## config.mk

```make
export PLATFORM = sky130hd
export DESIGN_NAME = reorder_buffer
export DESIGN_NICKNAME = d
export VERILOG_FILES = /design/src/rtl/reorder_buffer.sv
export SDC_FILE = /design/constraint.sdc
export NUM_CORES = 1
export LEC_CHECK = 0
export BUFFER_PORTS_ARGS = -buffer_cell sky130_fd_sc_hd__buf_2
export CORE_MARGIN = 8
export CORE_UTILIZATION = 45
export CTS_CLUSTER_DIAMETER = 150
export CTS_CLUSTER_SIZE = 10
export DETAILED_ROUTE_END_ITERATION = 8
export HOLD_SLACK_MARGIN = 0.15
export SKIP_CTS_REPAIR_TIMING = 1
export SLEW_MARGIN = 0
export SYNTH_ARGS = -nofsm -noshare
export SYNTH_HDL_FRONTEND = slang
export SYNTH_SLANG_ARGS = --single-unit
```

## constraint.sdc

```tcl
create_clock -name clk -period 12.4 [get_ports clk]
set_clock_uncertainty 0.2 [all_clocks]
set_input_delay 2.48 -clock clk [delete_from_list [all_inputs] [get_ports clk]]
set_output_delay 2.48 -clock clk [all_outputs]
set_load 0.03 [all_outputs]
```

## src/rtl/reorder_buffer.sv

```systemverilog
// Reorder buffer: dual-slot in-order allocation, dual writeback, dual in-order
// retirement, and a partial flush that squashes everything younger than a given entry.
module reorder_buffer #(
    parameter int  NUM_ENTRIES   = 8,
    parameter int  NUM_REGISTERS = 32,
    parameter int  DATA_WIDTH    = 32,
    localparam int IDX_W         = $clog2(NUM_ENTRIES),
    localparam int REG_W         = $clog2(NUM_REGISTERS),
    localparam int CNT_W         = $clog2(NUM_ENTRIES + 1)
) (
    input  logic                  clk,
    input  logic                  reset,
    input  logic                  alloc0,
    input  logic                  alloc1,
    input  logic [REG_W-1:0]      alloc_reg_addr0,
    input  logic [REG_W-1:0]      alloc_reg_addr1,
    output logic [IDX_W-1:0]      alloc_rob_addr0,
    output logic [IDX_W-1:0]      alloc_rob_addr1,
    output logic                  alloc_ready,
    input  logic                  wb0,
    input  logic                  wb1,
    input  logic [IDX_W-1:0]      wb_rob_addr0,
    input  logic [IDX_W-1:0]      wb_rob_addr1,
    input  logic [DATA_WIDTH-1:0] wb_data0,
    input  logic [DATA_WIDTH-1:0] wb_data1,
    input  logic                  flush,
    input  logic [IDX_W-1:0]      flush_rob_addr,
    output logic                  pop0,
    output logic                  pop1,
    output logic [REG_W-1:0]      pop_reg_addr0,
    output logic [REG_W-1:0]      pop_reg_addr1,
    output logic [IDX_W-1:0]      pop_rob_addr0,
    output logic [IDX_W-1:0]      pop_rob_addr1,
    output logic [DATA_WIDTH-1:0] pop_data0,
    output logic [DATA_WIDTH-1:0] pop_data1,
    output logic [IDX_W-1:0]      oldest,
    output logic [CNT_W-1:0]      count,
    output logic                  empty,
    output logic                  full
);

    logic [IDX_W-1:0]      head_q, tail_q;
    logic [CNT_W-1:0]      count_q;
    logic                  valid_q [NUM_ENTRIES];
    logic                  done_q  [NUM_ENTRIES];
    logic [REG_W-1:0]      reg_q   [NUM_ENTRIES];
    logic [DATA_WIDTH-1:0] data_q  [NUM_ENTRIES];

    logic [IDX_W-1:0]       head_p1;
    logic                   accept0, accept1;
    logic                   flush_ok;
    logic [IDX_W-1:0]       flush_age;
    logic [CNT_W-1:0]       n_alloc, n_retire;
    logic [NUM_ENTRIES-1:0] squash, retire, alloc_sel0, alloc_sel1, wb_sel0, wb_sel1;

    // Pointer arithmetic, allocation acceptance, retirement and flush qualification.
    always_comb begin
        head_p1         = head_q + IDX_W'(1);
        alloc_ready     = (count_q <= CNT_W'(NUM_ENTRIES - 2));
        accept0         = alloc0 & alloc_ready & ~flush;
        accept1         = alloc1 & alloc_ready & ~flush;
        alloc_rob_addr0 = tail_q;
        alloc_rob_addr1 = alloc0 ? tail_q + IDX_W'(1) : tail_q;
        pop0            = valid_q[head_q] & done_q[head_q];
        pop1            = pop0 & valid_q[head_p1] & done_q[head_p1];
        // A flush naming an unoccupied entry is meaningless and is dropped.
        flush_ok        = flush & valid_q[flush_rob_addr];
        // Ages are offsets from head so wrap-around never confuses ordering.
        flush_age       = flush_rob_addr - head_q;
        n_alloc         = CNT_W'(accept0) + CNT_W'(accept1);
        n_retire        = CNT_W'(pop0) + CNT_W'(pop1);
    end

    // Per-entry update selects; wb0 takes priority over wb1 on the same entry.
    always_comb begin
        // NOTE: every vector gets a full default before the loop so no bit can hold its
        // old value, which would otherwise infer a latch.
        squash     = '0;
        retire     = '0;
        alloc_sel0 = '0;
        alloc_sel1 = '0;
        wb_sel0    = '0;
        wb_sel1    = '0;
        for (int i = 0; i < NUM_ENTRIES; i++) begin
            squash[i]     = flush_ok && ((IDX_W'(i) - head_q) > flush_age);
            retire[i]     = (pop0 && IDX_W'(i) == head_q) || (pop1 && IDX_W'(i) == head_p1);
            alloc_sel0[i] = accept0 && IDX_W'(i) == alloc_rob_addr0;
            alloc_sel1[i] = accept1 && IDX_W'(i) == alloc_rob_addr1;
            wb_sel0[i]    = wb0 && wb_rob_addr0 == IDX_W'(i) && valid_q[i] && !done_q[i]
                            && !squash[i];
            wb_sel1[i]    = wb1 && wb_rob_addr1 == IDX_W'(i) && valid_q[i] && !done_q[i]
                            && !squash[i] && !wb_sel0[i];
        end
    end

    // Head, tail and occupancy; a flush rebuilds tail and count from the surviving age.
    always_ff @(posedge clk or negedge reset) begin
        if (!reset) begin
            head_q  <= '0;
            tail_q  <= '0;
            count_q <= '0;
        end else begin
            // NOTE: non-blocking assignments keep every register reading pre-edge values,
            // so the order of these statements does not matter.
            head_q <= head_q + IDX_W'(pop0) + IDX_W'(pop1);
            if (flush_ok) begin
                tail_q  <= flush_rob_addr + IDX_W'(1);
                count_q <= CNT_W'(flush_age) + CNT_W'(1) - n_retire;
            end else begin
                tail_q  <= tail_q + IDX_W'(n_alloc);
                count_q <= count_q + n_alloc - n_retire;
            end
        end
    end

    // Entry storage: squash/retire clear, allocation opens, writeback completes.
    always_ff @(posedge clk or negedge reset) begin
        if (!reset) begin
            // NOTE: register and data storage is reset too, so the pop fields read as
            // zero after reset instead of stale contents.
            for (int i = 0; i < NUM_ENTRIES; i++) begin
                valid_q[i] <= 1'b0;
                done_q[i]  <= 1'b0;
                reg_q[i]   <= '0;
                data_q[i]  <= '0;
            end
        end else begin
            for (int i = 0; i < NUM_ENTRIES; i++) begin
                if (squash[i] || retire[i]) begin
                    valid_q[i] <= 1'b0;
                    done_q[i]  <= 1'b0;
                end else if (alloc_sel0[i]) begin
                    valid_q[i] <= 1'b1;
                    done_q[i]  <= 1'b0;
                    reg_q[i]   <= alloc_reg_addr0;
                end else if (alloc_sel1[i]) begin
                    valid_q[i] <= 1'b1;
                    done_q[i]  <= 1'b0;
                    reg_q[i]   <= alloc_reg_addr1;
                end else if (wb_sel0[i]) begin
                    done_q[i]  <= 1'b1;
                    data_q[i]  <= wb_data0;
                end else if (wb_sel1[i]) begin
                    done_q[i]  <= 1'b1;
                    data_q[i]  <= wb_data1;
                end
            end
        end
    end

    // Status and retirement fields; pop fields are valid only when qualified by pop0/pop1.
    always_comb begin
        oldest        = head_q;
        count         = count_q;
        empty         = (count_q == '0);
        full          = (count_q == CNT_W'(NUM_ENTRIES));
        pop_rob_addr0 = head_q;
        pop_rob_addr1 = head_p1;
        pop_reg_addr0 = reg_q[head_q];
        pop_reg_addr1 = reg_q[head_p1];
        pop_data0     = data_q[head_q];
        pop_data1     = data_q[head_p1];
    end

endmodule

```

==> results.ini, run 1 <==
[timing]
rsz0062_at_grt = false
period_needed_ps = 7050
slew_violations = 0
slew_headroom_pct = 27.3
finalSetupTns_ps = 0
worstMarginPinSlew_ps = 1080
setup_viol = 0
fmax_mhz = 142
hold_viol_final = 0
finalCritPeriodShare_pct = 56.9

[pwr]
finalPower_mw = 7.46
powerDensity_nw_per_um2 = 308
peakVddDrop_uv = 228
power.leakage_nw = 11.2

[placed_design]
place_congestion = 0.897
io_buffer_count = 187
hpwl_um = 40300

[global_route]
grt_usage_pct = 23.4
grt_max_degree = 125
grt_pass1_vias = 16700
overflow = 0
antenna_found_initial = 11
grt_pass1_wl_um = 103000

[floorplan]
die_h_um = 235
core-area_um2 = 47600
top_level_ports = 188
initial_core_util_pct = 45.5
die_area_um2 = 55500
rows = 80
die_w_um = 235

[yosys]
synth_fp_nets = 2032
synth_top_flop_cell = dfrtp_1
synth_area_per_cell_um2 = 11.5
synth_edf_count = 0
synth_cells = 1890
yosysWarnings = 0
synth_area_leaders = dfrtp_1 37%, mux2_2 17%, mux4_2 16%, mux2i_1 5.4%, nand2_1 5.2%
yosysTopAreaCell = dfrtp_1
synth.distinct_cells = 66
async_flop_share_pct = 100
syn_area_um2 = 21700
synth_top_cell_area_share_pct = 37.2
yosysSeqAreaShare_pct = 37.2
postSynthRegisterBits = 322

[finish]
nets = 2155
areaGrowthSynthToFinish_pct = 11.5
layout-drive-gt1-share_pct = 38.3
fillers = 4246

[setup_path]
crit_buf_inv = 3
cp_cell_sequence = inv_2 > ha_4 > buf_4 > mux4_2 > nand2_1 > nand2_1 > buf_2
worst-setup-path-type = reg -> out
crit_family = buffers and inverters
cp.arrival_ps = 4370
crit_fanout = 44
timing.critical_path.required_ps = 9720
slowest_stage = dfrtp_4
cpPeakStageDelay_ps = 890
crit_top_cell = nand2_1
endpoint_kind = primary output
start_kind = register

[drt]
routedWlPerCell_um = 25.0
vias = 16300
avgViaCountPerCell = 6.17
remaining_drc_errors = 0
final_antenna_net_count = 0
routed_wirelength_um = 65900
drt_iter0_markers = 1253
firstDrtPassIters = 5

[flow_run]
maxCapViolCount = 0

[cts]
path_clk_slew_ps = 60
cts_root_buffer = clkbuf_16
htreeDepth = 2
cts_buffers = 38
clock_path_buffers = 3
cts_tree = done
clk_latency_ps = 570
numClockSinks = 322

[worst_hold_path]
hold_class = reg -> reg

[status]
status = finished, final reports clean

[power breakdown]
group / switching, mW / leakage (nW) / internal [mW] / total (mW)
Clock: 0.452 / 0.501 / 0.560 / 1.01
Sequential: 0.473 / 3.96 / 1.56 / 2.03
Combinational: 2.56 / 6.79 / 1.85 / 4.41
[metal layers]
layer	wire length [um]	GRT usage, %	vias up	part of all wire, %
met5	84	0	-	0.13
met2	30900	38.0	528	47
li1	-	-	7154	-
met4	2130	8.33	12	3.2
met3	4220	4.25	157	6.4
met1	28500	31.3	8412	43
[flip-flops by register name, summed over array words and instances, names as in the netlist]
register	flops
reg_q	40
alloc_rob_addr0	3
oldest	3
done_q	8
data_q	256
count	4
valid_q	8
[stage by stage]
stage	util, %	worst slack [ps]	cell area, um2	instances	hold WS [ps]
floorplan	-	6270	21700	1890	261
global placement	48.6	5600	23100	2588	281
detailed placement	48.6	5460	23100	2588	288
CTS	50.7	5320	24200	2632	302
global route	50.7	5170	24200	2634	318
finish	50.8	5350	24200	2636	302
[cell usage in the layout (no fill, tap or decap), drive strengths merged, types with 13 or more instances in the layout]
cell type / n
mux2i: 117
nand2: 303
nor2: 103
buf: 214
mux2: 367
o21ai: 65
clkbuf: 41
a21oi: 89
dfrtp: 322
nand2b: 16
ha: 46
nand3: 13
mux4: 154
inv: 39
[path summary, 6_finish.rpt]
path | slack, ps | depth (start not counted) | start | endpoint
max | 5350 | 7 | oldest[0]$_DFF_PN0_ | pop_data1[31]
min reg2reg | 300 | 1 | data_q[89]$_DFFE_PN0P_ | data_q[89]$_DFFE_PN0P_
min in group asynchronous | 1860 | 1 | reset | data_q[149]$_DFFE_PN0P_
max reg2reg | 7090 | 11 | oldest[0]$_DFF_PN0_ | data_q[54]$_DFFE_PN0P_
min | 300 | 1 | data_q[89]$_DFFE_PN0P_ | data_q[89]$_DFFE_PN0P_
max in group asynchronous | 8530 | 2 | reset | oldest[0]$_DFF_PN0_
[synth_stat cells (7+ instances only)]
cell type and number:
mux2_2 325, dfrtp_1 322, nand2_1 303, mux4_2 154, mux2i_1 117, nor2_1 103, a21oi_1 89, clkbuf_1 73
o21ai_0 61, ha_1 46, mux2_1 42, inv_1 34, buf_2 24, buf_1 19, nand2b_1 16, buf_4 15
nand3_1 13, and3_1 8, nor3_1 8, a31oi_1 7, nor3b_1 7
[cell families after synthesis]
| kind of cell | Yosys count | synth area share, % |
|---|---|---|
| AND/OR/NAND/NOR | 495 | 9.75 |
| adder cells (fa/ha/maj) | 52 | 3.21 |
| XOR/XNOR | 11 | 0.444 |
| flip-flops | 322 | 37.2 |
| buffers and inverters | 169 | 3.32 |
| multiplexers | 638 | 40.5 |
| AO/OA/AOI/OAI | 203 | 5.64 |
[area by class of cell]
class                   instances  area (um2)  share of cell area (%)
inverters                      38         143                   0.590
clock inverters                 3        41.3                   0.171
repair buffers                214        1160                    4.80
flip-flops and latches        322        8070                    33.4
clock buffers                  41         983                    4.07
diodes                          4        10.0                  0.0414
multi-input cells            1399       13000                    53.8
well taps                     615         769                    3.18
Power figures use the tool's default switching activity.
==> inputs of run 2 (changes only) <==
- ABC_AREA: unset -> 1
- PLACE_DENSITY: unset -> 0.65
- clock period: 12.4 -> 5.71 ns (I/O delays scaled with it)
==> run 2 against run 1 <==
Non-clock buffer count rose by 47. Final cell count rose by 68%. Global-route usage up 8.4 points. Final area up 8.0%. Clock-buffer cell count is 1 higher. Via count increased by 62%. Routed wire length grew 51%. Sequential share of layout area fell by 2.5 points. Synthesized cell count rose by 99%. Combinational power grew to 2.7 times the previous value. Critical path type unchanged. Largest power group unchanged.
==> results.ini, run 2 <==
[yosys]
synth.distinct_cells = 43
yosysWarnings = 0
synth_edf_count = 0
synth_top_flop_cell = dfrtp_1
synth_common_cells = 1,298 x nand2_1, 564 x nand3_1, 354 x o21ai_0, 322 x dfrtp_1, 219 x a21oi_1
synth_cells = 3770
synth_fp_nets = 3912
async_flop_share_pct = 100
synth_area_per_cell_um2 = 6.39
synth_area_leaders = dfrtp_1 33%, nand2_1 20%, nand3_1 12%, o21ai_0 7.4%, a21oi_1 4.6%
synth_top_cell_area_share_pct = 33.5
yosysSeqAreaShare_pct = 33.5
yosysTopAreaCell = dfrtp_1
synth.most_common_cell = nand2_1
postSynthRegisterBits = 322
syn_area_um2 = 24100

[timing]
worstMarginPinSlew_ps = 960
rsz0062_at_grt = false
finalCritPeriodShare_pct = 92.5
slew_violations = 0
hold_viol_final = 0
setup_viol = 0
period_needed_ps = 5280
layout_setup_ws_ps = 427
fmax_mhz = 189
finalSetupTns_ps = 0
slew_headroom_pct = 36.0

[global_route]
antenna_found_initial = 10
overflow = 0
grt_pass1_vias = 24400
grt_max_degree = 111
grt_pass1_wl_um = 151000
grt_usage_pct = 31.8

[finish]
layout_commonest_cell = nand2_1
layout-drive-gt1-share_pct = 10.2
top_register = data_q
areaGrowthSynthToFinish_pct = 8.43
nets = 3874
largest_reg_flops = 256
final_cell_mix = 1,298 x nand2_1, 564 x nand3_1, 354 x o21ai_0
final_cell_area_um2 = 26100
top_regs = data_q: 256 flops, reg_q: 40 flops

[pwr]
power.leakage_nw = 13.5
power.switching_mw = 10.4
finalPower_mw = 18.3
swShare_pct = 56.8
peakVddDrop_uv = 450
seq_power_share_pct = 23.5
combPwrFrac_pct = 64.3
powerDensity_nw_per_um2 = 702
intPower_mw = 7.92
p_clk_share_pct = 12.2

[floorplan]
core-area_um2 = 52800
initial_core_util_pct = 45.6
die_w_um = 247
rows = 84
top_level_ports = 188
die_area_um2 = 61200
die_h_um = 247

[drt]
final_antenna_net_count = 0
routed_wirelength_um = 99200
vias = 26300
drt_iter0_markers = 3225
firstDrtPassIters = 6
remaining_drc_errors = 0
routedWlPerCell_um = 22.4
avgViaCountPerCell = 5.93

[setup_path]
endpoint_kind = primary output
crit_top_cell = ha_1
cpPeakStageDelay_ps = 760
reg2regPathDepth = 15
slowest_stage = dfrtp_4
timing.critical_path.required_ps = 4370
worst-setup-path-type = reg -> out
cp_cell_sequence = ha_1 > ha_1 > clkinv_2 > buf_12 > a31oi_1 > buf_2
cp.arrival_ps = 3940
crit_fanout = 59
start_kind = register

[cts]
cts_buffers = 38
numClockSinks = 322
cts_tree = done
clk_latency_ps = 560
cts_root_buffer = clkbuf_16
path_clk_slew_ps = 60
htreeDepth = 2
clock_path_buffers = 3

[flow_run]
maxCapViolCount = 0

[placed_design]
dpl_cell_area_um2 = 25100
place_congestion = 0.909
hpwl_um = 61700
dp_slack_ps = 596
io_buffer_count = 187

[status]
status = finished, final reports clean

[worst_hold_path]
hold_class = reg -> reg
hold_path_depth = 2

run 2: power groups by stage:
| stage | logic [mW] | registers [mW] | clock network [mW] |
|---|---|---|---|
| final | 11.8 | 4.31 | 2.23 |
| after global routing | 12.8 | 4.44 | 2.33 |
| after CTS | 11.6 | 4.28 | 2.24 |
| after detailed placement | 11.6 | 4.30 | 0 |
| after global placement | 11.5 | 4.30 | 0 |
| after floorplan | 8.22 | 3.95 | 0 |
run 2: worst max-delay path: cells and delay by family (launching register included):
family                   cells  cell delay (ps)
flip-flops                   1              760
buffers and inverters        3             1150
adder cells (fa/ha/maj)      2              990
AO/OA/AOI/OAI                1              430
run 2: final cells by class:
class                   instances  area, um2
clock inverters                 2       17.5
well taps                     688        861
flip-flops and latches        322       8070
multi-input cells            2900      13700
repair buffers                261       1640
inverters                     209        791
clock buffers                  42        987
diodes                          9       22.5
fillers                      5542      26700
run 2: through the flow:
stage          instances  utilization, %  hold WS (ps)
2_1_floorplan       3770               -           249
3_3_place_gp        4380            47.5           262
3_5_place_dp        4380            47.5           265
4_1_cts             4424            49.4           279
5_1_grt             4430            49.5           288
6_report            4433            49.5           277
run 2: worst paths after layout:
check,startpoint,to,slack [ps]
hold reg to reg,data_q[248]$_DFFE_PN0P_,data_q[248]$_DFFE_PN0P_,280
max in group asynchronous,reset,data_q[230]$_DFFE_PN0P_,3600
setup reg to reg,oldest[1]$_DFF_PN0_,count[3]$_DFF_PN0_,710
min in group asynchronous,reset,data_q[217]$_DFFE_PN0P_,450
hold / removal,data_q[248]$_DFFE_PN0P_,data_q[248]$_DFFE_PN0P_,280
setup / recovery,oldest[1]$_DFF_PN0_,pop_data1[31],430
run 2: cell families (layout without fill, tap and decap cells):
| family | Yosys count | count (layout) | synth area share, % |
|---|---|---|---|
| adder cells (fa/ha/maj) | 52 | 52 | 2.89 |
| AO/OA/AOI/OAI | 747 | 747 | 16.4 |
| flip-flops | 322 | 322 | 33.5 |
| XOR/XNOR | 9 | 9 | 0.327 |
| other | 0 | 9 | 0 |
| AND/OR/NAND/NOR | 2089 | 2089 | 37.1 |
| buffers and inverters | 548 | 514 | 9.68 |
| multiplexers | 3 | 3 | 0.140 |
run 2: routing by layer:
layer	track usage, %	share of wire [%]	wire [um]
met1	41.0	40	39400
met2	50.4	45	44500
met3	7.15	11	10700
met4	14.7	4.6	4610
met5	0.874	0.012	12
